### config.mk
export PLATFORM = sky130hd
export DESIGN_NAME = skewed_address_generator
export DESIGN_NICKNAME = d
export VERILOG_FILES = /design/src/rtl/skewed_address_generator_pkg.sv /design/src/rtl/skewed_address_generator_lane.sv /design/src/rtl/skewed_address_generator.sv
export SDC_FILE = /design/constraint.sdc
export NUM_CORES = 1
export LEC_CHECK = 0
export ABC_AREA = 1
export CORE_AREA = 8 8 279 281
export DETAILED_ROUTE_END_ITERATION = 8
export DIE_AREA = 0 0 287 289
export MAX_ROUTING_LAYER = met4
export SLEW_MARGIN = 25
export SYNTH_ARGS = -nofsm -noshare
export SYNTH_HDL_FRONTEND = slang
export SYNTH_HIERARCHICAL = 1
export SYNTH_SLANG_ARGS = --single-unit
### constraint.sdc
create_clock -name clk -period 4.6 [get_ports clk]
set_input_delay 1.38 -clock clk [delete_from_list [all_inputs] [get_ports clk]]
set_output_delay 1.38 -clock clk [all_outputs]
set_load 0.005 [all_outputs]
### src/rtl/skewed_address_generator_pkg.sv
`default_nettype none
//------------------------------------------------------------------------------
// Module      : agen_pkg
// Description : Shared constants and FSM encoding for the skewed address
//               generator and its lanes.
// Revision    : 1.0 - initial release
//------------------------------------------------------------------------------
package agen_pkg;

   // Lane base selection: shared base or base + n*row_stride
   localparam logic MODE_SHARED  = 1'b0;
   localparam logic MODE_STRIDED = 1'b1;

   // Controller states
   typedef enum logic [1:0] {
      ST_IDLE  = 2'd0,
      ST_RUN   = 2'd1,
      ST_DRAIN = 2'd2
   } agen_state_t;

endpackage
`default_nettype wire

### src/rtl/skewed_address_generator_lane.sv
`default_nettype none
//------------------------------------------------------------------------------
// Module      : agen_lane
// Description : One operand-buffer lane. Delays the enable from the previous
//               lane by one cycle, counts the per-transfer offset and adds it
//               to the lane base latched when the descriptor is accepted.
// Revision    : 1.0 - initial release
//------------------------------------------------------------------------------
module agen_lane
   import agen_pkg::*;
#(
   parameter int ADDR_WIDTH = 16
) (
   input  logic                  clk,
   input  logic                  reset,
   input  logic                  stall,
   input  logic                  load,
   input  logic [ADDR_WIDTH-1:0] base_in,
   input  logic                  en_in,
   output logic                  en_chain,
   output logic                  enable,
   output logic [ADDR_WIDTH-1:0] address
);

   logic                  r_en;
   logic [ADDR_WIDTH-1:0] r_off;
   logic [ADDR_WIDTH-1:0] r_base;

   // Skew register, offset counter and lane base; everything freezes on stall
   always_ff @(posedge clk) begin
      if (reset) begin
         r_en   <= 1'b0;
         r_off  <= '0;
         r_base <= '0;
      end else if (!stall) begin
         if (load) begin
            r_base <= base_in;
         end
         r_en  <= en_in;
         // Offset is 0 in the first enabled cycle and steps once per issue
         r_off <= r_en ? r_off + ADDR_WIDTH'(1) : '0;
      end
   end

   // The raw enable feeds the next lane so a stall does not break the skew
   assign en_chain = r_en;

   // Stall masks the read enable in the same cycle it is raised
   assign enable   = r_en & ~stall;

   // Address is a sum of registers only; idle lanes present zero
   assign address  = r_en ? (r_base + r_off) : '0;

endmodule
`default_nettype wire

### src/rtl/skewed_address_generator.sv
`default_nettype none
//------------------------------------------------------------------------------
// Module      : skewed_address_generator
// Description : Accepts one transfer descriptor and drives ARRAY_N operand
//               buffer lanes with diagonally skewed read enables and
//               per-lane incrementing addresses. Signals its own completion.
// Revision    : 1.0 - initial release
//------------------------------------------------------------------------------
module skewed_address_generator
   import agen_pkg::*;
#(
   parameter int ADDR_WIDTH        = 16,
   parameter int ARRAY_N           = 8,
   parameter int LEN_WIDTH         = 16,
   parameter int CONCAT_ADDR_WIDTH = ADDR_WIDTH * ARRAY_N
) (
   input  logic                         clk,
   input  logic                         reset,
   input  logic                         cfg_valid,
   output logic                         cfg_ready,
   input  logic [ADDR_WIDTH-1:0]        cfg_base_addr,
   input  logic [LEN_WIDTH-1:0]         cfg_length,
   input  logic [$clog2(ARRAY_N):0]     cfg_num_rows,
   input  logic                         cfg_mode,
   input  logic [ADDR_WIDTH-1:0]        cfg_row_stride,
   input  logic                         stall,
   output logic [CONCAT_ADDR_WIDTH-1:0] address,
   output logic [ARRAY_N-1:0]           enable,
   output logic                         busy,
   output logic                         done
);

   localparam int ROW_W = $clog2(ARRAY_N) + 1;

   agen_state_t          r_state;
   agen_state_t          w_state_next;
   logic [LEN_WIDTH-1:0] r_len;
   logic [LEN_WIDTH-1:0] r_cnt;
   logic [LEN_WIDTH-1:0] w_cnt_next;
   logic [ROW_W-1:0]     r_rows;
   logic [ROW_W-1:0]     r_drain;
   logic [ROW_W-1:0]     w_drain_next;
   logic                 r_done;
   logic                 w_done_next;
   logic                 w_issue;
   logic                 w_accept;
   logic [ROW_W-1:0]     w_rows_eff;
   logic [ADDR_WIDTH-1:0] w_step;
   logic [ARRAY_N-1:0]   w_lane_en_in;
   logic [ARRAY_N-1:0]   w_lane_chain;

   // Requested rows beyond the physical array are clamped to ARRAY_N
   assign w_rows_eff = (cfg_num_rows > ROW_W'(ARRAY_N)) ? ROW_W'(ARRAY_N) : cfg_num_rows;

   // Per-row base increment; zero in shared mode so every lane starts at base
   assign w_step     = (cfg_mode == MODE_STRIDED) ? cfg_row_stride : '0;

   // Descriptors are only taken while idle and not frozen
   assign cfg_ready  = (r_state == ST_IDLE) & ~stall;
   assign w_accept   = cfg_valid & cfg_ready;
   assign busy       = (r_state != ST_IDLE);
   assign done       = r_done;

   // Descriptor registers: transfer length and clamped row count
   always_ff @(posedge clk) begin
      if (reset) begin
         r_len  <= '0;
         r_rows <= '0;
      end else if (w_accept) begin
         r_len  <= cfg_length;
         r_rows <= w_rows_eff;
      end
   end

   // FSM state, issue counter, drain counter and done pulse
   always_ff @(posedge clk) begin
      if (reset) begin
         r_state <= ST_IDLE;
         r_cnt   <= '0;
         r_drain <= '0;
         r_done  <= 1'b0;
      end else if (stall) begin
         r_done  <= 1'b0;
      end else begin
         r_state <= w_state_next;
         r_cnt   <= w_cnt_next;
         r_drain <= w_drain_next;
         r_done  <= w_done_next;
      end
   end

   // Next-state logic; w_issue requests a lane-0 issue in the following cycle
   always_comb begin
      w_state_next = r_state;
      w_cnt_next   = r_cnt;
      w_drain_next = r_drain;
      w_done_next  = 1'b0;
      w_issue      = 1'b0;
      case (r_state)
         ST_IDLE: begin
            if (w_accept) begin
               if ((cfg_length == '0) || (w_rows_eff == '0)) begin
                  w_done_next = 1'b1;
               end else begin
                  w_issue      = 1'b1;
                  w_cnt_next   = '0;
                  w_state_next = ST_RUN;
               end
            end
         end
         ST_RUN: begin
            // r_cnt is the index of the issue lane 0 performs this cycle
            if (r_cnt == (r_len - LEN_WIDTH'(1))) begin
               if (r_rows == ROW_W'(1)) begin
                  w_done_next  = 1'b1;
                  w_state_next = ST_IDLE;
               end else begin
                  w_drain_next = r_rows - ROW_W'(2);
                  w_state_next = ST_DRAIN;
               end
            end else begin
               w_issue    = 1'b1;
               w_cnt_next = r_cnt + LEN_WIDTH'(1);
            end
         end
         ST_DRAIN: begin
            if (r_drain == '0) begin
               w_done_next  = 1'b1;
               w_state_next = ST_IDLE;
            end else begin
               w_drain_next = r_drain - ROW_W'(1);
            end
         end
         default: begin
            w_state_next = ST_IDLE;
         end
      endcase
   end

   for (genvar n = 0; n < ARRAY_N; n++) begin : g_lane
      logic [ADDR_WIDTH-1:0] w_base;

      if (n == 0) begin : g_head
         assign w_base          = cfg_base_addr;
         assign w_lane_en_in[n] = w_issue;
      end else begin : g_tail
         logic r_act;

         // Lane participation flag, captured with the descriptor
         always_ff @(posedge clk) begin
            if (reset) begin
               r_act <= 1'b0;
            end else if (w_accept) begin
               r_act <= (ROW_W'(n) < w_rows_eff);
            end
         end

         // Constant-coefficient product evaluated only at latch time
         assign w_base          = cfg_base_addr + (ADDR_WIDTH'(n) * w_step);
         assign w_lane_en_in[n] = w_lane_chain[n-1] & r_act;
      end

      agen_lane #(
         .ADDR_WIDTH (ADDR_WIDTH)
      ) u_lane (
         .clk      (clk),
         .reset    (reset),
         .stall    (stall),
         .load     (w_accept),
         .base_in  (w_base),
         .en_in    (w_lane_en_in[n]),
         .en_chain (w_lane_chain[n]),
         .enable   (enable[n]),
         .address  (address[n*ADDR_WIDTH +: ADDR_WIDTH])
      );
   end

endmodule
`default_nettype wire

# Word level (Yosys, flattened, before mapping)
# Index checks and enable logic that the tools add are counted.
word_totals:
  reg_bits: 314
  inputBits: 57
  out_inout_bits: 139
  elab_cells: 160
op_classes:
  addsub: 27
  mul: 4
  n_lt_le_gt_ge: 8
  eq_ne: 11
  n_mux: 42
  bitwise_logic: 18
  n_reduce_logical: 13
op_table:
  columns: ["cell", "n"]
  rows:
  - ["2-to-1 mux 16 bit", 20]
  - ["adder 16 bit", 15]
  - ["adder 16 x 1 -> 16 bit, second input constant", 9]
  - ["multiplier 3 x 16 -> 16 bit, first input constant", 2]
  - ["case mux 16 bit (2 select lines)", 1]
  - ["bitwise AND 1 bit", 17]
  - ["== test 16 bit", 1]
  - ["zero test 16 bit", 1]
  - ["less-than comparator 3 x 4 -> 1 bit, first input constant", 4]
  - ["multiplier 2 x 16 -> 15 bit, first input constant", 1]
  - ["multiplier 2 x 16 -> 16 bit, first input constant", 1]
  - ["2-to-1 mux 4 bit", 4]
  - ["subtractor 16 x 1 -> 16 bit, second input constant", 1]
  - ["AND reduction 5 bit", 3]
  - ["!= test 2 bit, second input constant", 6]
  - ["2-to-1 mux 2 bit", 5]
  - ["zero test 4 bit", 2]
  - ["less-than comparator 2 x 4 -> 1 bit, first input constant", 2]
  - ["2-to-1 mux 1 bit", 8]
  - ["case mux 4 bit (2 select lines)", 1]
  - ["case mux 2 bit (3 select lines)", 1]
  - ["nonzero test 2 bit", 3]
  - ["== test 4 x 1 -> 1 bit, second input constant", 1]
  - ["> comparator 4 bit, second input constant", 1]
  - ["other kinds (13)", 13]

# Longest topological paths before layout
# Gate-level depths: netlist of the first run.
depth:
  word_depth: 7
  mapped_depth: 26
  ltp_nobuf: 24

# By module
# Netlist of the first run, hierarchy kept.
modules_own_cells:
  columns: ["module", "instances", "cells_per_inst", "area_per_inst_um2", "seq_area_each_um2"]
  rows:
  - ["agen_lane (g_lane[0].u_lane ...)", 7, 398, 2409.8, 660.6]
  - ["skewed_address_generator", 1, 1491, 9701.8, 980.9]
  - ["agen_lane (g_lane[3].u_lane)", 1, 395, 2393.5, 660.6]

# Worst setup path after synthesis of the first run
# No wires, ideal clock.
synth_timing:
  path_kind: "input to register"
  startpoint: "in cfg_mode"
  endpoint: "reg g_lane[7].u_lane.r_base[13]"
  setup_time_ps: 116
  arrival_ps: 4478
  required_time_ps: 4484
  setup_slack_ps: 6
  path_stages: 19
  path_buffers: 2
  cell_sequence: "buf_6 > buf_6 > nand2_1 > fa_1 > fa_1 > inv_1 > fa_1 > nand3_1 > nand3_1 > a21oi_1 > o21bai_1 > a21boi_0 > o21ai_0 > nand3_1 > nand2_1 > nand2_1 > nand2_1 > o21ai_0 > nor2_1"
synth_via:
  elab_chain_len: 3
synth_rtl:
  columns: ["element", "line_no", "source"]
  rows:
  - ["start, declared", "skewed_address_generator.sv:24", "input logic cfg_mode,"]
  - ["2-to-1 mux 16 bit", "skewed_address_generator.sv:56", "assign w_step = (cfg_mode == MODE_STRIDED) ? cfg_row_stride : '0;"]
  - ["multiplier 3 x 16 -> 16 bit", "skewed_address_generator.sv:159", "assign w_base = cfg_base_addr + (ADDR_WIDTH'(n) * w_step);"]
  - ["adder 16 bit", "skewed_address_generator.sv:159", null]
  - ["named net g_lane[7].w_base[13]", "skewed_address_generator.sv:141", "logic [ADDR_WIDTH-1:0] w_base;"]
  - ["end signal, assigned", "skewed_address_generator_lane.sv:37", "r_base <= base_in;"]
  - ["end, declared", "skewed_address_generator_lane.sv:27", "logic [ADDR_WIDTH-1:0] r_base;"]
# The timed path passes the listed nets, and every way through them passes these cells.
# A chain may end at the register's enable or synchronous reset.

# Worst setup path in the final report of the first run
layout_timing:
  startpoint: "in cfg_mode"
  endpoint: "reg g_lane[6].u_lane.r_base[15]"
layout_via:
  elab_chain_len: 3
layout_rtl:
  columns: ["element", "line_no"]
  rows:
  - ["2-to-1 mux 16 bit", "skewed_address_generator.sv:56"]
  - ["multiplier 2 x 16 -> 15 bit", "skewed_address_generator.sv:159"]
  - ["adder 16 bit", "skewed_address_generator.sv:159"]
  - ["named net g_lane[6].w_base[15]", "skewed_address_generator.sv:141"]
  - ["end signal, assigned", "skewed_address_generator_lane.sv:37"]
  - ["end, declared", "skewed_address_generator_lane.sv:27"]
# The timed path passes the listed nets, and every way through them passes these cells.

==> results.txt, run 1 <==
- Run status: completed
* Hold worst-path end: g_lane[0].u_lane/r_off[14]$_SDFFE_PP0N_
- Fraction of the yosys area taken by sequential cells: around 22%
* TritonCTS clock tree: yes
- Setup violations remaining at the end of the flow were counted as 0.
* H-tree Lvls: 2
* CP arrival: 4940 ps
* TNS Setup: 0 ps
- After detailed routing, the number of remaining DRC violations is 0.
- Post-synthesis net count: 5019
- Worst R2R Start: r_state[1]$_SDFFE_PP0P_
- The final count of pins violating max slew came to 0.
- Summing every instance area after synthesis gives 0.0290 mm^2.
- Data required time at the worst endpoint: 5040 ps
- The critical path in this run is classified as input port to flip-flop.
- Final worst-path cycle share: 97.9%
* Source-to-sink clock delay at the later pin of the worst-skew pair: between 500 and 600 ps
- Leaving out filler cells and counting taps, the final layout contains 6117.
* Count of mapped cells out of synthesis: 4672
- The smallest clock period supported by the final layout is computed as between 4000 and 5000 ps.
- At the end of routability-driven placement, the weighted congestion stood at 0.949.
* Maximum number of pins on one net before global-route repair: 43
- Pin placement for this block handled 196 I/O pins.
- Most common flop cell mapped by yosys: dfxtp_1
- Total of buffers placed on input and output ports: ~200
- Final hold violations: 0
* CTS root buf: clkbuf_16
* Total design power: 8.41 mW
- Total power divided by cell area: 240 mW/mm^2
* Leakage: 17.1 nW
- Nets@finish: 5456
* Total number of placement rows: 100
- The worst-case IR drop observed on VDD is roughly 0.21 mV.
- DRC marker count from the first detailed-route iteration: 1855
- Width of the chip: 287 um
- Max Fclk: 0.222 GHz
- Cells on worst reg2reg path: 11
- Post-CTS clock slew at the launch and capture registers of the worst setup and hold paths: 60 ps
* Max Cap Violations: 0
* Avg WL per Cell: 14.8 um
* Total clock buffers created by CTS: 37
- Clock tree synthesis found a total of 313 sinks.
- Avg Synthesized Cell Area: between 6 and 7 um^2
- The wire-length estimate of the detail-placed layout is 74.1 mm.
- The number of setup buffers added after CTS is 0.
- The worst path meets setup with around 97 ps of slack.
- The worst hold path passes through 2 cells.
* Multiplexer share of the synthesized area: 0.0346%
* Area of the core: 0.0736 mm^2
- Wire length of the first global-routing pass: between 100 and 150 mm
- OpenSTA, run right after detailed placement, puts the worst setup slack at -511 ps.
* Area Growth Syn to Fin: 21.0%
- Via-to-Cell Ratio: 4.84
* CP startpoint kind: input port
* Startpoint of the worst hold path: g_lane[0].u_lane/r_off[14]$_SDFFE_PP0N_
- Summing the areas of all xor and xnor instances in the mapped netlist gives 5.20% of the synthesized area.
- Initial standard-cell utilization of the core: 39.4%
- Class of the tightest hold or removal check: flip-flop to flip-flop
- Post-synthesis share of cell area spent on full adders, half adders and majority gates: 13.9%
- Yosys warning count: 6
* Post-synthesis share of cell area spent on and, or, nand and nor gates: between 30% and 40%
- Yosys mapped the design onto 53 distinct sky130hd cell types.
* Total number of vias: around 30000
- Between clock sinks in the finished design, the worst skew comes to 27.0 ps.
* Antenna violations before repair: 13
- Number of buffers on the longest clock path: 3
- Largest fanout of any net on the critical path: 5
- Ratio of cells with drive above 1 in the final layout: 10.4%
* Dominant combinational cell family by area after synthesis: simple AND/OR/NAND/NOR gates
* Kind of end point of the critical path: flip-flop
- The via count of the first global-routing pass came to 27700.
* Number of flip-flops and latches in the synthesized netlist: 313
- After global routing the overflow that remains totals 0.
* Routed Antenna Nets: 0
- Height of the die: 289 um
* Global Route Usage Sum: 21.8%
* Register-to-register path setup slack: slightly above 2000 ps
- Final wirelength: around 91 mm
- The most critical setup path has its startpoint at cfg_mode.
- Placed Instances: around 6000
- The endpoint identified for the worst register-to-register timing path is r_cnt[11]$_SDFFE_PP0P_.
- Counting flops with an async set or reset pin after synthesis yields a share of 0%.
* Worst relative slew slack: between 40% and 50%
- The die covers slightly above 0.08 mm^2.
- Router iterations before antenna repair: 5
* Slew of the pin with the lowest slew margin: about 820 ps
- The synthesized netlist devotes 13.5% of its cell area to compound gates.
* Setup repair after global routing missed its margin: yes
- Yosys mapped a number of flops with a built-in enable equal to 0.
state kept, by name, indices dropped and copies added, names as in the netlist:
name / flops
g_lane.g_tail.r_act: 6
g_lane.u_lane/r_off: 128
g_lane.u_lane/en_chain: 8
done: 1
r_drain: 4
g_lane.u_lane/r_base: 128
r_len: 16
r_cnt: 16
r_rows: 4
r_state: 2
synth_stat cells, drive strengths merged (22+ instances only):
cell / number / area share (%)
dfxtp: 313 / 22
ha: 237 / 10
o21ai: 302 / 5.2
nor2: 687 / 9.9
nand3: 176 / 3.1
nand4: 64 / 1.4
nand2: 1229 / 16
fa: 53 / 3.7
a21oi: 361 / 6.8
inv: 800 / 10
buf: 22 / 0.68
clkbuf: 36 / 0.50
nor3: 95 / 1.9
xnor2: 50 / 1.5
nand3b: 29 / 0.75
xor2: 116 / 3.5
cells by family (layout without fill, tap and decap cells):
| logic type | count (synthesis) | after routing |
|---|---|---|
| xor+xnor | 168 | 168 |
| compound gates | 724 | 724 |
| mux | 1 | 1 |
| fa+ha+maj | 290 | 290 |
| flops | 313 | 313 |
| buf+inv | 858 | 1321 |
| simple gates | 2318 | 2318 |
| other cells | 0 | 13 |
cell usage in the layout (no fill, tap or decap), types with 26 or more instances in the layout:
| cell type | count |
|---|---|
| nand2_1 | 1191 |
| inv_1 | 753 |
| nor2_1 | 624 |
| a21oi_1 | 328 |
| dfxtp_1 | 313 |
| o21ai_0 | 271 |
| buf_4 | 262 |
| ha_1 | 237 |
| clkdlybuf4s50_1 | 192 |
| nand3_1 | 175 |
| xor2_1 | 114 |
| nor3_1 | 78 |
| nand4_1 | 64 |
| fa_1 | 52 |
| xnor2_1 | 49 |
| inv_2 | 46 |
| nor2_2 | 38 |
| clkbuf_16 | 37 |
| nand2_2 | 34 |
| o21ai_1 | 30 |
| nand3b_1 | 29 |
| a21oi_2 | 26 |
worst max-delay path, cell delays in order:
cell and delay [ps]:
clkdlybuf4s50_1 440, buf_12 160, nand2_1 120, inv_1 80
ha_1 240, ha_1 200, inv_1 50, nand2_1 60
nand3_1 80, nand2_1 100, buf_4 160, a31oi_1 150
xor2_1 170, inv_1 60, ha_1 280, a21oi_1 180
nor2_1 70, o21ai_0 160, nand2_1 80, a31oi_1 190
xnor3_1 340, o21ai_1 140, nor2_1 60
cell type report:
cell class / instances / area, um^2
Antenna cell: 13 / 32.5
Clock buffer: 43 / 988
Clock inverter: 22 / 219
Fill cell: 7785 / 38500
Inverter: 800 / 3010
Multi-Input combinational cell: 3501 / 19400
Sequential cell: 313 / 6270
Tap cell: 969 / 1210
Timing Repair Buffer: 456 / 3920
power breakdown:
group / total (mW) / switching (mW) / internal, mW
registers: 2.89 / 0.0935 / 2.80
clock network: 2.95 / 1.28 / 1.67
logic: 2.57 / 1.44 / 1.13
total: 8.41 / 2.81 / 5.60
what timing repair did:
action                                  in CTS  in global routing
gates resized for setup                      0                 22
endpoints found under the hold margin        0                  0
endpoints found under the setup margin       0                 12
hold buffers                                 0                  0
how the worst max path moves through the flow:
stage                                                    end  cells after the start
detailed placement  g_lane[7].u_lane/r_base[11]$_SDFFE_PP0P_                     16
global route        g_lane[6].u_lane/r_base[15]$_SDFFE_PP0P_                     22
CTS                 g_lane[6].u_lane/r_base[15]$_SDFFE_PP0P_                     22
global placement    g_lane[7].u_lane/r_base[11]$_SDFFE_PP0P_                     16
floorplan           g_lane[7].u_lane/r_base[13]$_SDFFE_PP0P_                     19
finish              g_lane[6].u_lane/r_base[15]$_SDFFE_PP0P_                     23
through the flow:
stage	hold WS (ps)	utilization, %	instance area [um^2]
6_report	480	47.6	35000
5_1_grt	493	47.6	35000
4_1_cts	481	47.5	35000
3_5_place_dp	468	45.9	33800
3_3_place_gp	467	45.9	33800
2_1_floorplan	445	-	29000
per-layer routing:
layer  wire length, um  global-route usage (%)
met3              5000                    3.80
met1             43300                    28.5
met2             40100                    35.0
met4              2130                    5.45
met5                 0                       -
Note: power is estimated with default switching activity, not from simulation.
==> run 2: changes to the inputs <==
CTS_CLUSTER_SIZE = 12   (was not set)
==> results.txt, run 2 (synthesis gave the netlist of run 1 again) <==
- # clock sinks: 313 (unchanged)
* CTS root buf: clkbuf_16 (unchanged)
- The fraction of final layout cells sized beyond drive strength 1 was 10.4% (about the same).
- Slew of the pin with the lowest slew margin: 817 ps (was 816 ps)
* CP startpoint kind: input port (unchanged)
* Leakage: 17.1 nW (about the same)
- Post-placement setup slack: -511 ps (unchanged)
- Dominant cell type by count on the critical path: nand2_1 (unchanged)
- The number of setup buffers added after CTS is 0 (unchanged).
- Total design power: 8.55 mW (was 8.41 mW)
- The final count of pins violating max slew is 0 (unchanged).
* Largest vdd supply drop: 0.232 mV (was 0.215 mV)
- The final cycle utilization of the critical path is 97.6% (was 97.9%).
* Max Cap Violations: 0 (unchanged)
* List of cells traversed by the critical path: clkdlybuf4s50_1 -> buf_12 -> nand2_1 -> inv_1 -> ha_1 -> ha_1 -> inv_1 -> nand2_1 -> nand3_1 -> nand2_1 -> buf_4 -> a31oi_1 -> xor2_1 -> inv_1 -> ha_1 -> a21oi_1 -> nor2_1 -> o21ai_0 -> nand2_1 -> a31oi_1 -> xnor3_1 -> o21ai_1 -> nor2_1 (unchanged)
* Total of buffers placed on input and output ports: 195 (unchanged)
* Avg WL per Cell: 14.8 um (about the same)
- The required arrival time at the worst endpoint came to 5040 ps (about the same).
- Maximum number of pins on one net before global-route repair: 43 (unchanged)
* Total number of placement rows: 100 (unchanged)
* I/O pin count: 196 (unchanged)
* Via-to-Cell Ratio: 4.84 (about the same)
* Standard cell with the maximum stage delay on the critical path: clkdlybuf4s50_1 (unchanged)
- Total number of vias: 29600 (about the same)
- The worst reg-to-reg setup slack is 2000 ps (was 2020 ps).
- Number of buffers on the longest clock path: 3 (unchanged)
- Vias in the first global route: 27800 (was 27700)
- Worst R2R Start: r_state[1]$_SDFFE_PP0P_ (unchanged)
- TritonCTS clock tree: yes (unchanged)
* Startpoint-to-endpoint class of the critical path: input port to flip-flop (unchanged)
- The final-stage net count came to 5457 (was 5456).
- Post-layout utilization of the core: 47.7% (was 47.6%)
* H-tree Lvls: 2 (unchanged)
- The count of placed standard cells including taps came to 6039 (unchanged).
- Hold worst-path end: r_rows[0]$_SDFFE_PP0P_ (was g_lane[0].u_lane/r_off[14]$_SDFFE_PP0N_)
- The residual antenna-violating net count after detailed routing was 0 (unchanged).
* HPWL after DPL: 74.1 mm (unchanged)
- Height of the die: 289 um (unchanged)
* Wire length of the first global-routing pass: 145 mm (about the same)
- The number of iterations in the first detailed-routing pass came to 6 (was 5).
* CP arrival: 4930 ps (was 4940 ps)
* Minimum clock period after layout: 4490 ps (was 4500 ps)
- Source-to-sink clock delay at the later pin of the worst-skew pair: 570 ps (about the same)
- Largest registers: g_lane.u_lane/r_base (128), g_lane.u_lane/r_off (128) (unchanged)
* Final wirelength: 90.7 mm (was 90.6 mm)
- The areal power density over the cells came to 244 mW/mm^2 (was 240 mW/mm^2).
- The final weighted congestion in routability-driven placement was 0.949 (unchanged).
- Run status: completed (unchanged)
* Area of the core: 0.0736 mm^2 (unchanged)
- The filler-free cell count of the finished design is 6120 (was 6117).
- The global-route usage over all layers is 21.9% (was 21.8%).
- Cells on worst reg2reg path: 11 (unchanged)
* Antenna violations before repair: 12 (was 13)
- The number of failing hold endpoints at the final stage was 0 (unchanged).
- Post-Route Skew: 26.1 ps (was 27.0 ps)
* Kind of end point of the critical path: flip-flop (unchanged)
- The maximum clock frequency is 0.223 GHz (was 0.222 GHz).
* Crit Reg-Reg Endpoint: r_cnt[11]$_SDFFE_PP0P_ (unchanged)
- The clock-pin slew of the registers on the worst-case setup and hold paths was 60 ps (about the same).
- Post-cts hold buffer count: 0 (unchanged)
- The largest fanout on the critical path came to 5 (unchanged).
- The count of unresolved DRC violations after routing came to 0 (unchanged).
* Commonest cells after routing, fill and taps aside: 1191 x nand2_1, 753 x inv_1, 624 x nor2_1, 328 x a21oi_1, 313 x dfxtp_1 (unchanged)
- The delay of the slowest critical-path stage was 440 ps (about the same).
- The most common cell after layout, fill and taps aside was nand2_1 (unchanged).
- The final global-route overflow total came to 0 (unchanged).
* Hold Path Depth: 2 (unchanged)
- The number of clock buffers inserted by TritonCTS was 38 (was 37).
- Setup repair after global routing missed its margin: yes (unchanged)
- The first-iteration detailed-routing DRC count was 1782 (was 1855).
- The total die area was 0.0829 mm^2 (unchanged).
* Area Growth Syn to Fin: 21.2% (was 21.0%)
- The final setup slack of the worst path came to 110 ps (was 97.2 ps).
- Width of the chip: 287 um (unchanged)
- The multi-input logic area was 0.0194 mm^2 (unchanged).
- The area of all sequential standard cells is 0.00627 mm^2 (unchanged).
- The total negative slack came to 0 ps (unchanged).
* Number of inserted filler cells in the final layout: 7780 (was 7785)
* # setup viols final: 0 (unchanged)
* Initial standard-cell utilization of the core: 39.4% (unchanged)
- Class of the tightest hold or removal check: flip-flop to flip-flop (unchanged)
- The headroom to the max-slew limit is 45.6% (about the same).
* Startpoint of the worst hold path: r_rows[0]$_SDFFE_PP0P_ (was g_lane[0].u_lane/r_off[14]$_SDFFE_PP0N_)
run 2: cell count changes in the layout (fill, tap and decap cells not counted), sizes merged:
cell and change:
inv +1, bufinv +2, clkbuf +6, clkinvlp -6
run 2: power by group:
group	internal, mW	total, mW	switching (mW)
clock	1.85	3.10	1.25
combinational	1.13	2.56	1.43
sequential	2.80	2.89	0.0933
run 2: per-layer routing:
metal	wire, um	up-vias	track usage [%]
met2	40300	574	35.1
met1	43100	13300	28.4
met4	2070	0	5.58
li1	-	15700	-
met5	0	-	-
met3	5200	98	4.05
run 2: worst max path at each step:
stage | startpoint | to | slack [ps] | depth (start not counted)
final | cfg_mode | g_lane[6].u_lane/r_base[15]$_SDFFE_PP0P_ | 110 | 23
after floorplan | cfg_mode | g_lane[7].u_lane/r_base[13]$_SDFFE_PP0P_ | 6 | 19
after detailed placement | cfg_row_stride[0] | g_lane[7].u_lane/r_base[11]$_SDFFE_PP0P_ | -510 | 16
after global placement | cfg_row_stride[0] | g_lane[7].u_lane/r_base[11]$_SDFFE_PP0P_ | -470 | 16
after global routing | cfg_mode | g_lane[6].u_lane/r_base[15]$_SDFFE_PP0P_ | -50 | 22
after CTS | cfg_row_stride[0] | g_lane[6].u_lane/r_base[15]$_SDFFE_PP0P_ | 90 | 22
run 2: critical path: cells and delay by family:
family          cells  cell delay (ps)
fa+ha+maj           3              710
compound gates      5              820
simple gates        7              560
xor+xnor            2              510
buf+inv             6              950
run 2: stage by stage:
step | hold slack [ps] | cell area (um^2)
floorplan | 445 | 29000
global placement | 467 | 33800
detailed placement | 468 | 33800
CTS | 481 | 35000
global route | 494 | 35100
finish | 480 | 35100
run 2: area by class of cell:
class                   instances  area share, %
diodes                         13         0.0926
clock buffers                  49           3.00
clock inverters                19          0.627
inverters                     800           8.56
multi-input cells            3501           55.3
flip-flops and latches        313           17.8
well taps                     969           3.45
repair buffers                456           11.2
run 2: repair_timing:
action / 4_1_cts / 5_1_grt
endpoints found under the hold margin: 0 / 0
setup endpoints to repair: 0 / 12
gates resized for setup: 0 / 22
